### src/rtl/mem_output_pkg.sv
// mem_output_pkg: shared sizing constants and capture FSM state encoding.
// Latency: n/a (declarations only).
// Backpressure: n/a (declarations only).
// The sizing constants are common with the stimulus memory, so both ends of
// the datapath agree on word width and depth.
package mem_output_pkg;

  localparam int DEF_WIDTH      = 64;
  localparam int DEF_DEPTH      = 32;
  localparam int DEF_LOG2_DEPTH = 6;

  typedef enum logic [1:0] {
    ST_IDLE    = 2'd0,
    ST_CAPTURE = 2'd1,
    ST_DONE    = 2'd2
  } state_t;

endpackage

### src/rtl/mem_output_if.sv
// mem_output_if: capture-input, readback and status bundle for mem_output.
// Latency: n/a (wiring only).
// Backpressure: none; the sink never stalls the producer, excess words are dropped.
// Ports: master drives start/num_of_dat/dat_in/dat_in_vld/rd_en/rd_addr;
//        slave (mem_output) drives rd_dat/rd_vld/captured_cnt/busy/done/overflow.
// Optional: MEM_OUTPUT_CHKSUM_EN adds the slave-driven chksum signal.
interface mem_output_if
  import mem_output_pkg::*;
#(
  parameter int WIDTH      = DEF_WIDTH,
  parameter int log2_DEPTH = DEF_LOG2_DEPTH
);

  logic                  start;
  logic [log2_DEPTH-1:0] num_of_dat;
  logic [WIDTH-1:0]      dat_in;
  logic                  dat_in_vld;
  logic                  rd_en;
  logic [log2_DEPTH-1:0] rd_addr;
  logic [WIDTH-1:0]      rd_dat;
  logic                  rd_vld;
  logic [log2_DEPTH:0]   captured_cnt;
  logic                  busy;
  logic                  done;
  logic                  overflow;
`ifdef MEM_OUTPUT_CHKSUM_EN
  logic [WIDTH-1:0]      chksum;
`endif

  modport master (
    output start, num_of_dat, dat_in, dat_in_vld, rd_en, rd_addr,
    input  rd_dat, rd_vld, captured_cnt, busy, done, overflow
`ifdef MEM_OUTPUT_CHKSUM_EN
    , input chksum
`endif
  );

  modport slave (
    input  start, num_of_dat, dat_in, dat_in_vld, rd_en, rd_addr,
    output rd_dat, rd_vld, captured_cnt, busy, done, overflow
`ifdef MEM_OUTPUT_CHKSUM_EN
    , output chksum
`endif
  );

endinterface

### src/rtl/mem_output_ram.sv
// mem_output_ram: simple dual-port word array, one sync write port, one registered read port.
// Latency: write lands on the sampling edge; read data appears 1 cycle after rd_en.
// Backpressure: none; every request is serviced in its cycle.
// Ports: clk, rst_n (resets only the read register), wr_en/wr_addr/wr_dat, rd_en/rd_addr/rd_dat.
// Reads of an address written in the same cycle return the old contents.
// Read addresses beyond DEPTH return zero rather than aliasing onto stored words.
module mem_output_ram #(
  parameter int WIDTH      = 64,
  parameter int DEPTH      = 32,
  parameter int log2_DEPTH = 6,
  parameter int AW         = $clog2(DEPTH)
) (
  input  logic                  clk,
  input  logic                  rst_n,
  input  logic                  wr_en,
  input  logic [AW-1:0]         wr_addr,
  input  logic [WIDTH-1:0]      wr_dat,
  input  logic                  rd_en,
  input  logic [log2_DEPTH-1:0] rd_addr,
  output logic [WIDTH-1:0]      rd_dat
);

  localparam logic [log2_DEPTH:0] DEPTH_W = (log2_DEPTH+1)'(DEPTH);

  logic [WIDTH-1:0] mem [DEPTH];
  logic             rd_in_range;

  assign rd_in_range = ({1'b0, rd_addr} < DEPTH_W);

  // Storage is deliberately not reset: contents survive reset and restart.
  always_ff @(posedge clk) begin
    if (wr_en) begin
      mem[wr_addr] <= wr_dat;
    end
  end

  always_ff @(posedge clk or negedge rst_n) begin
    if (!rst_n) begin
      rd_dat <= '0;
    end else if (rd_en) begin
      rd_dat <= rd_in_range ? mem[rd_addr[AW-1:0]] : '0;
    end
  end

endmodule

### src/rtl/mem_output.sv
// mem_output: sink-side capture memory; stores num_of_dat+1 valid words after start, then pulses done.
// Latency: word stored on its sampling edge, count/done visible next cycle; readback 1 cycle.
// Backpressure: none; words arriving outside a capture (or past DEPTH) are dropped and flag overflow.
// Ports: clk, rst_n (async active-low), bus (mem_output_if.slave).
// Optional: MEM_OUTPUT_CHKSUM_EN adds bus.chksum, a running XOR of stored words.
module mem_output
  import mem_output_pkg::*;
#(
  parameter int WIDTH      = DEF_WIDTH,
  parameter int DEPTH      = DEF_DEPTH,
  parameter int log2_DEPTH = DEF_LOG2_DEPTH
) (
  input  logic         clk,
  input  logic         rst_n,
  mem_output_if.slave  bus
);

  localparam int                  AW      = $clog2(DEPTH);
  localparam logic [log2_DEPTH:0] DEPTH_W = (log2_DEPTH+1)'(DEPTH);

  state_t                state, state_nxt;
  logic [log2_DEPTH-1:0] len_q;
  logic [log2_DEPTH-1:0] wr_ptr;
  logic [log2_DEPTH:0]   cnt_q;
  logic                  done_q;
  logic                  ovf_q;
  logic                  rd_vld_q;

  logic accept;  // valid word consumed by the capture sequence
  logic store;   // consumed word that also fits in the array
  logic last;    // consumed word is the final one of this capture
  logic drop;    // valid word that does not reach the array

  // wr_ptr keeps advancing past DEPTH so that done still tracks num_of_dat+1
  // words even when the programmed length exceeds the array.
  always_comb begin
    state_nxt = state;
    accept    = 1'b0;
    store     = 1'b0;
    last      = 1'b0;
    drop      = 1'b0;

    accept = (state == ST_CAPTURE) && bus.dat_in_vld && !bus.start;
    store  = accept && ({1'b0, wr_ptr} < DEPTH_W);
    last   = accept && (wr_ptr == len_q);
    drop   = bus.dat_in_vld && !store;

    case (state)
      ST_IDLE:    if (bus.start) state_nxt = ST_CAPTURE;
      ST_CAPTURE: begin
        if (bus.start)  state_nxt = ST_CAPTURE;
        else if (last)  state_nxt = ST_DONE;
      end
      ST_DONE:    if (bus.start) state_nxt = ST_CAPTURE;
      default:    state_nxt = ST_IDLE;
    endcase
  end

  always_ff @(posedge clk or negedge rst_n) begin
    if (!rst_n) begin
      state <= ST_IDLE;
    end else begin
      state <= state_nxt;
    end
  end

  always_ff @(posedge clk or negedge rst_n) begin
    if (!rst_n) begin
      len_q    <= '0;
      wr_ptr   <= '0;
      cnt_q    <= '0;
      done_q   <= 1'b0;
      ovf_q    <= 1'b0;
      rd_vld_q <= 1'b0;
    end else begin
      rd_vld_q <= bus.rd_en;
      done_q   <= last;
      if (bus.start) begin
        len_q  <= bus.num_of_dat;
        wr_ptr <= '0;
        cnt_q  <= '0;
        // A word colliding with start is itself a drop, so it re-flags
        // overflow in the same edge that clears the previous one.
        ovf_q  <= drop;
      end else begin
        if (accept) wr_ptr <= wr_ptr + 1'b1;
        if (store)  cnt_q  <= cnt_q + 1'b1;
        if (drop)   ovf_q  <= 1'b1;
      end
    end
  end

`ifdef MEM_OUTPUT_CHKSUM_EN
  logic [WIDTH-1:0] chk_q;

  always_ff @(posedge clk or negedge rst_n) begin
    if (!rst_n) begin
      chk_q <= '0;
    end else if (bus.start) begin
      chk_q <= '0;
    end else if (store) begin
      chk_q <= chk_q ^ bus.dat_in;
    end
  end

  assign bus.chksum = chk_q;
`endif

  mem_output_ram #(
    .WIDTH      (WIDTH),
    .DEPTH      (DEPTH),
    .log2_DEPTH (log2_DEPTH),
    .AW         (AW)
  ) u_ram (
    .clk     (clk),
    .rst_n   (rst_n),
    .wr_en   (store),
    .wr_addr (wr_ptr[AW-1:0]),
    .wr_dat  (bus.dat_in),
    .rd_en   (bus.rd_en),
    .rd_addr (bus.rd_addr),
    .rd_dat  (bus.rd_dat)
  );

  assign bus.rd_vld       = rd_vld_q;
  assign bus.captured_cnt = cnt_q;
  assign bus.busy         = (state == ST_CAPTURE);
  assign bus.done         = done_q;
  assign bus.overflow     = ovf_q;

endmodule

### src/flat_wrapper.sv
// flat-port wrapper written by rule: the top's interface ports become plain ports
module mem_output_flat import mem_output_pkg::*;
#(
  parameter int WIDTH      = DEF_WIDTH,
  parameter int DEPTH      = DEF_DEPTH,
  parameter int log2_DEPTH = DEF_LOG2_DEPTH
)
  (clk, rst_n, bus_start, bus_num_of_dat, bus_dat_in, bus_dat_in_vld, bus_rd_en, bus_rd_addr, bus_rd_dat, bus_rd_vld, bus_captured_cnt, bus_busy, bus_done, bus_overflow);
  mem_output_if #(.WIDTH(WIDTH), .log2_DEPTH(log2_DEPTH)) bus_i ();
  input  logic clk;
  input  logic rst_n;
  input wire logic [$bits(bus_i.start)-1:0] bus_start;
  input wire logic [$bits(bus_i.num_of_dat)-1:0] bus_num_of_dat;
  input wire logic [$bits(bus_i.dat_in)-1:0] bus_dat_in;
  input wire logic [$bits(bus_i.dat_in_vld)-1:0] bus_dat_in_vld;
  input wire logic [$bits(bus_i.rd_en)-1:0] bus_rd_en;
  input wire logic [$bits(bus_i.rd_addr)-1:0] bus_rd_addr;
  output wire logic [$bits(bus_i.rd_dat)-1:0] bus_rd_dat;
  output wire logic [$bits(bus_i.rd_vld)-1:0] bus_rd_vld;
  output wire logic [$bits(bus_i.captured_cnt)-1:0] bus_captured_cnt;
  output wire logic [$bits(bus_i.busy)-1:0] bus_busy;
  output wire logic [$bits(bus_i.done)-1:0] bus_done;
  output wire logic [$bits(bus_i.overflow)-1:0] bus_overflow;
  assign bus_i.start = bus_start;
  assign bus_i.num_of_dat = bus_num_of_dat;
  assign bus_i.dat_in = bus_dat_in;
  assign bus_i.dat_in_vld = bus_dat_in_vld;
  assign bus_i.rd_en = bus_rd_en;
  assign bus_i.rd_addr = bus_rd_addr;
  assign bus_rd_dat = bus_i.rd_dat;
  assign bus_rd_vld = bus_i.rd_vld;
  assign bus_captured_cnt = bus_i.captured_cnt;
  assign bus_busy = bus_i.busy;
  assign bus_done = bus_i.done;
  assign bus_overflow = bus_i.overflow;
  mem_output #(.WIDTH(WIDTH), .DEPTH(DEPTH), .log2_DEPTH(log2_DEPTH)) u_core (.clk(clk), .rst_n(rst_n), .bus(bus_i));
endmodule
### config.mk
export PLATFORM = sky130hd
export DESIGN_NAME = mem_output_flat
export DESIGN_NICKNAME = d
export VERILOG_FILES = /design/src/rtl/mem_output_pkg.sv /design/src/rtl/mem_output_if.sv /design/src/rtl/mem_output_ram.sv /design/src/rtl/mem_output.sv /design/src/flat_wrapper.sv
export SDC_FILE = /design/constraint.sdc
export NUM_CORES = 2
export LEC_CHECK = 0
export BUFFER_PORTS_ARGS = -buffer_cell sky130_fd_sc_hd__buf_4
export CORE_MARGIN = 5
export CORE_UTILIZATION = 54
export DETAILED_ROUTE_END_ITERATION = 12
export GPL_TIMING_DRIVEN = 1
export PLACE_DENSITY_LB_ADDON = 0.12
export SLEW_MARGIN = 10
export SYNTH_ARGS = -nofsm -noshare
export SYNTH_HDL_FRONTEND = slang
export SYNTH_HIERARCHICAL = 1
export SYNTH_SLANG_ARGS = --single-unit
### constraint.sdc
create_clock -name clk -period 10.8 [get_ports clk]
set_clock_uncertainty 0.15 [all_clocks]
set_input_delay 2.16 -clock clk [delete_from_list [all_inputs] [get_ports clk]]
set_output_delay 2.16 -clock clk [all_outputs]
set_load 0.02 [all_outputs]
# Yosys cells after proc, flatten, opt, wreduce, memory -nomap -nowiden

Memory sizes are Yosys's and may differ from the RTL's.
Index checks and enable logic that the tools add are counted.

Register bits: 88
Latch bits: 0
Bits in read-only memories: 0
Memories: 1
Output and inout bits: 75
RAM bits: 2048

Memory list:

| memory           | depth | width | rd ports | clocked after Yosys merged registers in | write ports | line                 | source |
|---|---|---|---|---|---|---|---|
| u_core.u_ram.mem | 32    | 64    | 1        | 0                                       | 1           | mem_output_ram.sv:25 | `logic [WIDTH-1:0] mem [DEPTH];` |

Multipliers: 0
Shifts and indexed selects: 0
Muxes and demuxes: 13
Bitwise operators: 0
Div/mod/pow operators: 0
Equal/unequal tests: 5
$lt $le $gt $ge: 2
Add/subtract/negate cells: 2
Reductions and logical operators: 13

Operators by type and width:

| kind                                                  | number |
|---|---|
| two-way mux 64 bit                                    | 1 |
| two-way mux 7 bit                                     | 2 |
| less-than comparator 6 bit, second input constant     | 2 |
| two-way mux 6 bit                                     | 2 |
| adder 7 x 1 -> 7 bit, second input constant           | 1 |
| adder 6 x 1 -> 6 bit, second input constant           | 1 |
| == test 6 bit                                         | 1 |
| two-way mux 2 bit                                     | 3 |
| nonzero test 2 bit                                    | 3 |
| logical AND 1 bit                                     | 5 |
| two-way mux 1 bit                                     | 4 |
| one-hot mux 2 bit (2 select lines)                    | 1 |
| inequality test 3 x 2 -> 1 bit, second input constant | 1 |
| == test 2 x 1 -> 1 bit, second input constant         | 1 |
| == test 2 bit, second input constant                  | 1 |
| logical NOT 1 bit                                     | 2 |
| logical NOT 2 bit                                     | 1 |
| inequality test 2 x 1 -> 1 bit, second input constant | 1 |
| AND reduction 2 bit                                   | 1 |
| OR reduction 2 bit                                    | 1 |

# Longest topological paths before layout

Depth in word-level cells: 8
Mapped depth: 9
Depth with buffers taken out: 4

# By module

Netlist, hierarchy kept.

By module, submodules not included:

| module         | cells an instance | area each (sq um) | instances | sequential area each (sq um) |
|---|---|---|---|---|
| mem_output_ram | 3543              | 79735.2           | 1         | 63100.5 |
| mem_output     | 101               | 1133.6            | 1         | 600.6 |

# Worst setup path after synthesis

Ideal clock, no wire load.

Path type: input to register
Start point: input bus_dat_in_vld
End point: memory u_core.u_ram.mem[12][0], enable pin
Arrival: 5.976 ns
Library setup time: 0.487 ns
Slack: 4.187 ns
Stages on the path: 6
Buffers on the path: 2
Cells stage by stage: nand4bb_2 buf_6 nor2_1 or3b_2 clkbuf_1 nor2_1

Word-level cells in the longest chain between the ends: 5

Ends and longest elaborated chain:

| element                                 | line                 | source |
|---|---|---|
| from (decl)                             | flat_wrapper.sv:15   | `input wire logic [$bits(bus_i.dat_in_vld)-1:0] bus_dat_in_vld;` |
| logical AND 1 bit (2 in a row)          | mem_output.sv:43     | `accept = (state == ST_CAPTURE) && bus.dat_in_vld && !bus.start;` |
| logical AND 1 bit                       | mem_output.sv:44     | `store = accept && ({1'b0, wr_ptr} < DEPTH_W);` |
| named net u_core.store                  | mem_output.sv:30     | `logic store;` |
| two-way mux 1 bit                       | mem_output_ram.sv:32 | `if (wr_en) begin` |
| two-way mux 1 bit (implied by the code) | mem_output_ram.sv:33 | `mem[wr_addr] <= wr_dat;` |
| to (decl)                               | mem_output_ram.sv:25 |  |

The timed path passes the listed nets, and every way through them passes these cells.

# Worst setup path after layout

Start point: input bus_dat_in_vld
End point: memory u_core.u_ram.mem[31][42], enable pin

Same word-level chain as after synthesis.

==> summary.md <==
| Metric | Value |
|---|---|
| Status | finished clean |
| Mean Syn Cell Area | 22.2 sq um |
| Critical path startpoint category | input pin |
| Fmax | 0.179 GHz |
| Vias post-DR | 39100 |
| Setup Fix Bufs, Post-CTS | 0 |
| Final worst-path cycle share | 51.8% |
| P&R area growth vs syn | 12.9% |
| # fillers | 10300 |
| Core Region | 149000 sq um |
| CTS tree | yes |
| Layout cells sized above 1 | 23.9% |
| Worst hold path type | reg2reg |
| Antenna viol nets, final | 0 |
| Yosys top cell by area | edfxtp_1 |
| Worst Path Max Fanout | 41 |
| Worst vdd ir | 0.000139 V |
| Simple-Gate Fraction of Synth Area | 0.933% |
| GR Overflow Total | 0 |
| Post-synthesis net count | 3727 |
| Reported max-cap violation count | 0 |
| Post-synth top cells | 2048 x edfxtp_1, 382 x mux4_2, 326 x mux2i_1, 126 x a22o_1, 126 x a22oi_1 |
| Crit path capture type | flop |
| Most used DFF post-synth | edfxtp_1 |
| Vias in the first global route | 40400 |
| Clock Path Buffers | 3 |
| CP Data Arrival Time | 5880 ps |
| TritonCTS Sinks | 2136 |
| Largest family of logic cells by synthesized area | multiplexers |
| Dpl cell area | 84500 sq um |
| Slew Limit Fails | 0 |
| NetSw | 3.56 mW |
| DP Worst Slack | 4340 ps |
| Mapped Area | 80900 sq um |
| Crit path to | u_core/u_ram/mem[31][42]$_DFFE_PP_ |
| Post-synthesis compound-gate area fraction | 4.10% |
| Fin crit period | 5590 ps |
| Mux contribution to synthesized area | 14.8% |
| Synth area leaders | edfxtp_1 76%, mux4_2 11%, mux2i_1 4.0% |
| Critical Path Source | bus_dat_in_vld |
| Synthesized-area fraction occupied by adder cells | 0.0309% |
| Combinational Power Share | 4.8% |
| Register area | 63700 sq um |
| Async S/R FF share, synth | 4.12% |
| Initial DRC Count | 3601 |
| Final hold viol count | 0 |
| R2R setup slack | 6070 ps |
| Clock root buffer master | clkbuf_16 |
| Die W | 397 microns |
| Clk network pwr share | 41.5% |
| Reg2reg start | u_core/wr_ptr[5]$_DFFE_PN0P_ |
| Gpl congestion | 0.780 |
| First-pass GRT wire length | 283000 microns |
| Final WS setup | 5210 ps |
| Post-synth EDFFs | 2048 |
| Initial antenna violation count | 3 |
| RSZ-0062 raised after global routing | false |
| Num rows | 142 |
| PortBufs | 155 |
| Syn. warnings | 6 |
| Non-Filler Instances | 6072 |
| Worst R2R Path Depth | 5 |
| Seq/Total Area, Yosys | 78.8% |
| Clk slew on worst S/H paths | 60 ps |
| Initial Util | 54.1% |
| Top cell type's share of synthesized area | 76.0% |
| Worst endpoint required time | 11090 ps |
| # DRC | 0 |
| Flop pwr share | 53.7% |
| Via density per instance | 6.43 |
| Setup_tns | 0 ps |
| Internal power | 13.6 mW |
| Average wire per cell in the routed design | 32.1 microns |
| FF-to-FF End | u_core/u_ram/mem[31][42]$_DFFE_PP_ |
| Post-layout nets | 3960 |
| Yosys reg bits | 2136 |
| Post-Synth XOR/XNOR Area | 0.0975% |
| Number of H-tree levels | 4 |
| Power per Cell Area | 188 nW/um^2 |
| Fin area | 91300 sq um |
| Sw Share | 20.7% |
| Worst-Skew Late Latency | 820 ps |
| CTS Hold Bufs | 0 |
| Ports | 156 |
| Max transition margin | 11.0% |
| Leakage power | 29.7 nW |
| Area of the multi-input gates | 16400 sq um |
| Post-CTS sizing | 0 |
| Crit path kind | in2reg |
| Cells after synthesis | 3644 |
| Die area | 158000 sq um |
| Placed cell count | 5682 |
| Number of detailed-route iterations in the first pass | 5 |
| Die Ht | 397 microns |
| Largest net degree at the start of global routing | 136 |
| Cell variety after synth | 45 |
| Final number of setup-violating endpoints | 0 |
| CTS Buf Count | 208 |
| DP Wirelength | 103000 microns |
| Most frequent cell after synthesis | edfxtp_1 |
| Layout Utilization | 61.1% |
| Total Routing Usage GR | 24.8% |
| Total Wirelength | 195000 microns |
| Worst Tran Pin Value | 1330 ps |
==> power groups by stage <==
stage / registers (mW) / logic (mW) / clock network (mW)
floorplan: 9.38 / 0.431 / 0
global placement: 9.37 / 0.813 / 0
detailed placement: 9.37 / 0.834 / 0
CTS: 9.20 / 0.836 / 7.24
global route: 9.20 / 0.882 / 7.60
finish: 9.20 / 0.826 / 7.11
==> sequential cells by signal, summed over array words and instances, names as in the netlist <==
name	count
u_core/u_ram/rd_dat	64
u_core/wr_ptr	6
u_core/u_ram/mem	2048
u_core/bus.overflow	1
u_core/bus.captured_cnt	7
u_core/state	2
u_core/len_q	6
u_core/bus.done	1
u_core/bus.rd_vld	1
==> placed cells by master (no fill, tap or decap), types with 3 or more instances in the layout <==
cell type / instances
clkbuf_8: 17
a22o_1: 126
clkinv_1: 33
dfrtp_1: 88
a22oi_1: 126
clkinv_2: 40
nand2_1: 11
xor2_1: 3
buf_12: 6
clkbuf_16: 215
or3b_2: 3
clkinvlp_4: 6
nor2_1: 74
buf_4: 220
bufinv_16: 16
nor2_4: 34
nand3_1: 6
xnor2_1: 6
mux4_2: 382
mux2i_1: 326
or4_1: 5
o31ai_1: 7
a21oi_1: 9
or3_1: 4
clkinv_4: 3
nor2b_4: 4
mux2_2: 10
nor2b_1: 4
edfxtp_1: 2048
o221ai_1: 62
inv_1: 5
nand3b_1: 6
clkbuf_1: 55
a32oi_1: 63
==> worst min path at each step <==
stage                                      end                             from  slack [ps]  cells after the start
2_1_floorplan      u_core/len_q[0]$_DFFE_PN0P_      u_core/len_q[0]$_DFFE_PN0P_         350                      1
3_3_place_gp   u_core/bus.overflow$_DFFE_PN0P_  u_core/bus.overflow$_DFFE_PN0P_         360                      1
3_5_place_dp   u_core/bus.overflow$_DFFE_PN0P_  u_core/bus.overflow$_DFFE_PN0P_         370                      1
4_1_cts            u_core/len_q[1]$_DFFE_PN0P_      u_core/len_q[1]$_DFFE_PN0P_         390                      1
5_1_grt            u_core/len_q[4]$_DFFE_PN0P_      u_core/len_q[4]$_DFFE_PN0P_         410                      1
6_report           u_core/len_q[3]$_DFFE_PN0P_      u_core/len_q[3]$_DFFE_PN0P_         380                      1
==> through the flow <==
stage | total power, mW | hold slack (ps)
3_3_place_gp | 10.2 | 357
6_report | 17.1 | 380
5_1_grt | 17.7 | 410
3_5_place_dp | 10.2 | 370
4_1_cts | 17.3 | 387
2_1_floorplan | 9.81 | 352
==> critical path, stage by stage <==
cell and delay [ps]:
buf_4 120, nand4bb_2 310, nor2_1 560, nand3_1 710, nor2_4 1090, buf_4 830
==> final cells by class <==
cell class	count	area share (%)
sequential	2136	69.8
multi-input combinational	1294	18.0
clock buffer	287	6.37
tap	2016	2.76
timing repair buffer	231	2.03
clock inverter	101	1.02
inverter	6	0.0260
antenna	1	0.00274
==> layer usage <==
| layer | up-vias | wire [microns] | global-route usage (%) |
|---|---|---|---|
| li1 | 16000 | - | - |
| met5 | - | 0 | 0 |
| met2 | 1637 | 95300 | 40.0 |
| met4 | 0 | 3630 | 5.36 |
| met3 | 260 | 14600 | 4.56 |
| met1 | 21200 | 81500 | 36.3 |
==> kinds of logic (layout without fill, tap and decap cells) <==
logic type | count (synthesis) | after routing
XOR/XNOR | 9 | 9
multiplexers | 718 | 718
other | 0 | 1
flip-flops | 2136 | 2136
buffers and inverters | 214 | 625
AND/OR/NAND/NOR | 163 | 163
adder cells (fa/ha/maj) | 2 | 2
AO/OA/AOI/OAI | 402 | 402
Note: power is estimated with default switching activity, not from simulation.
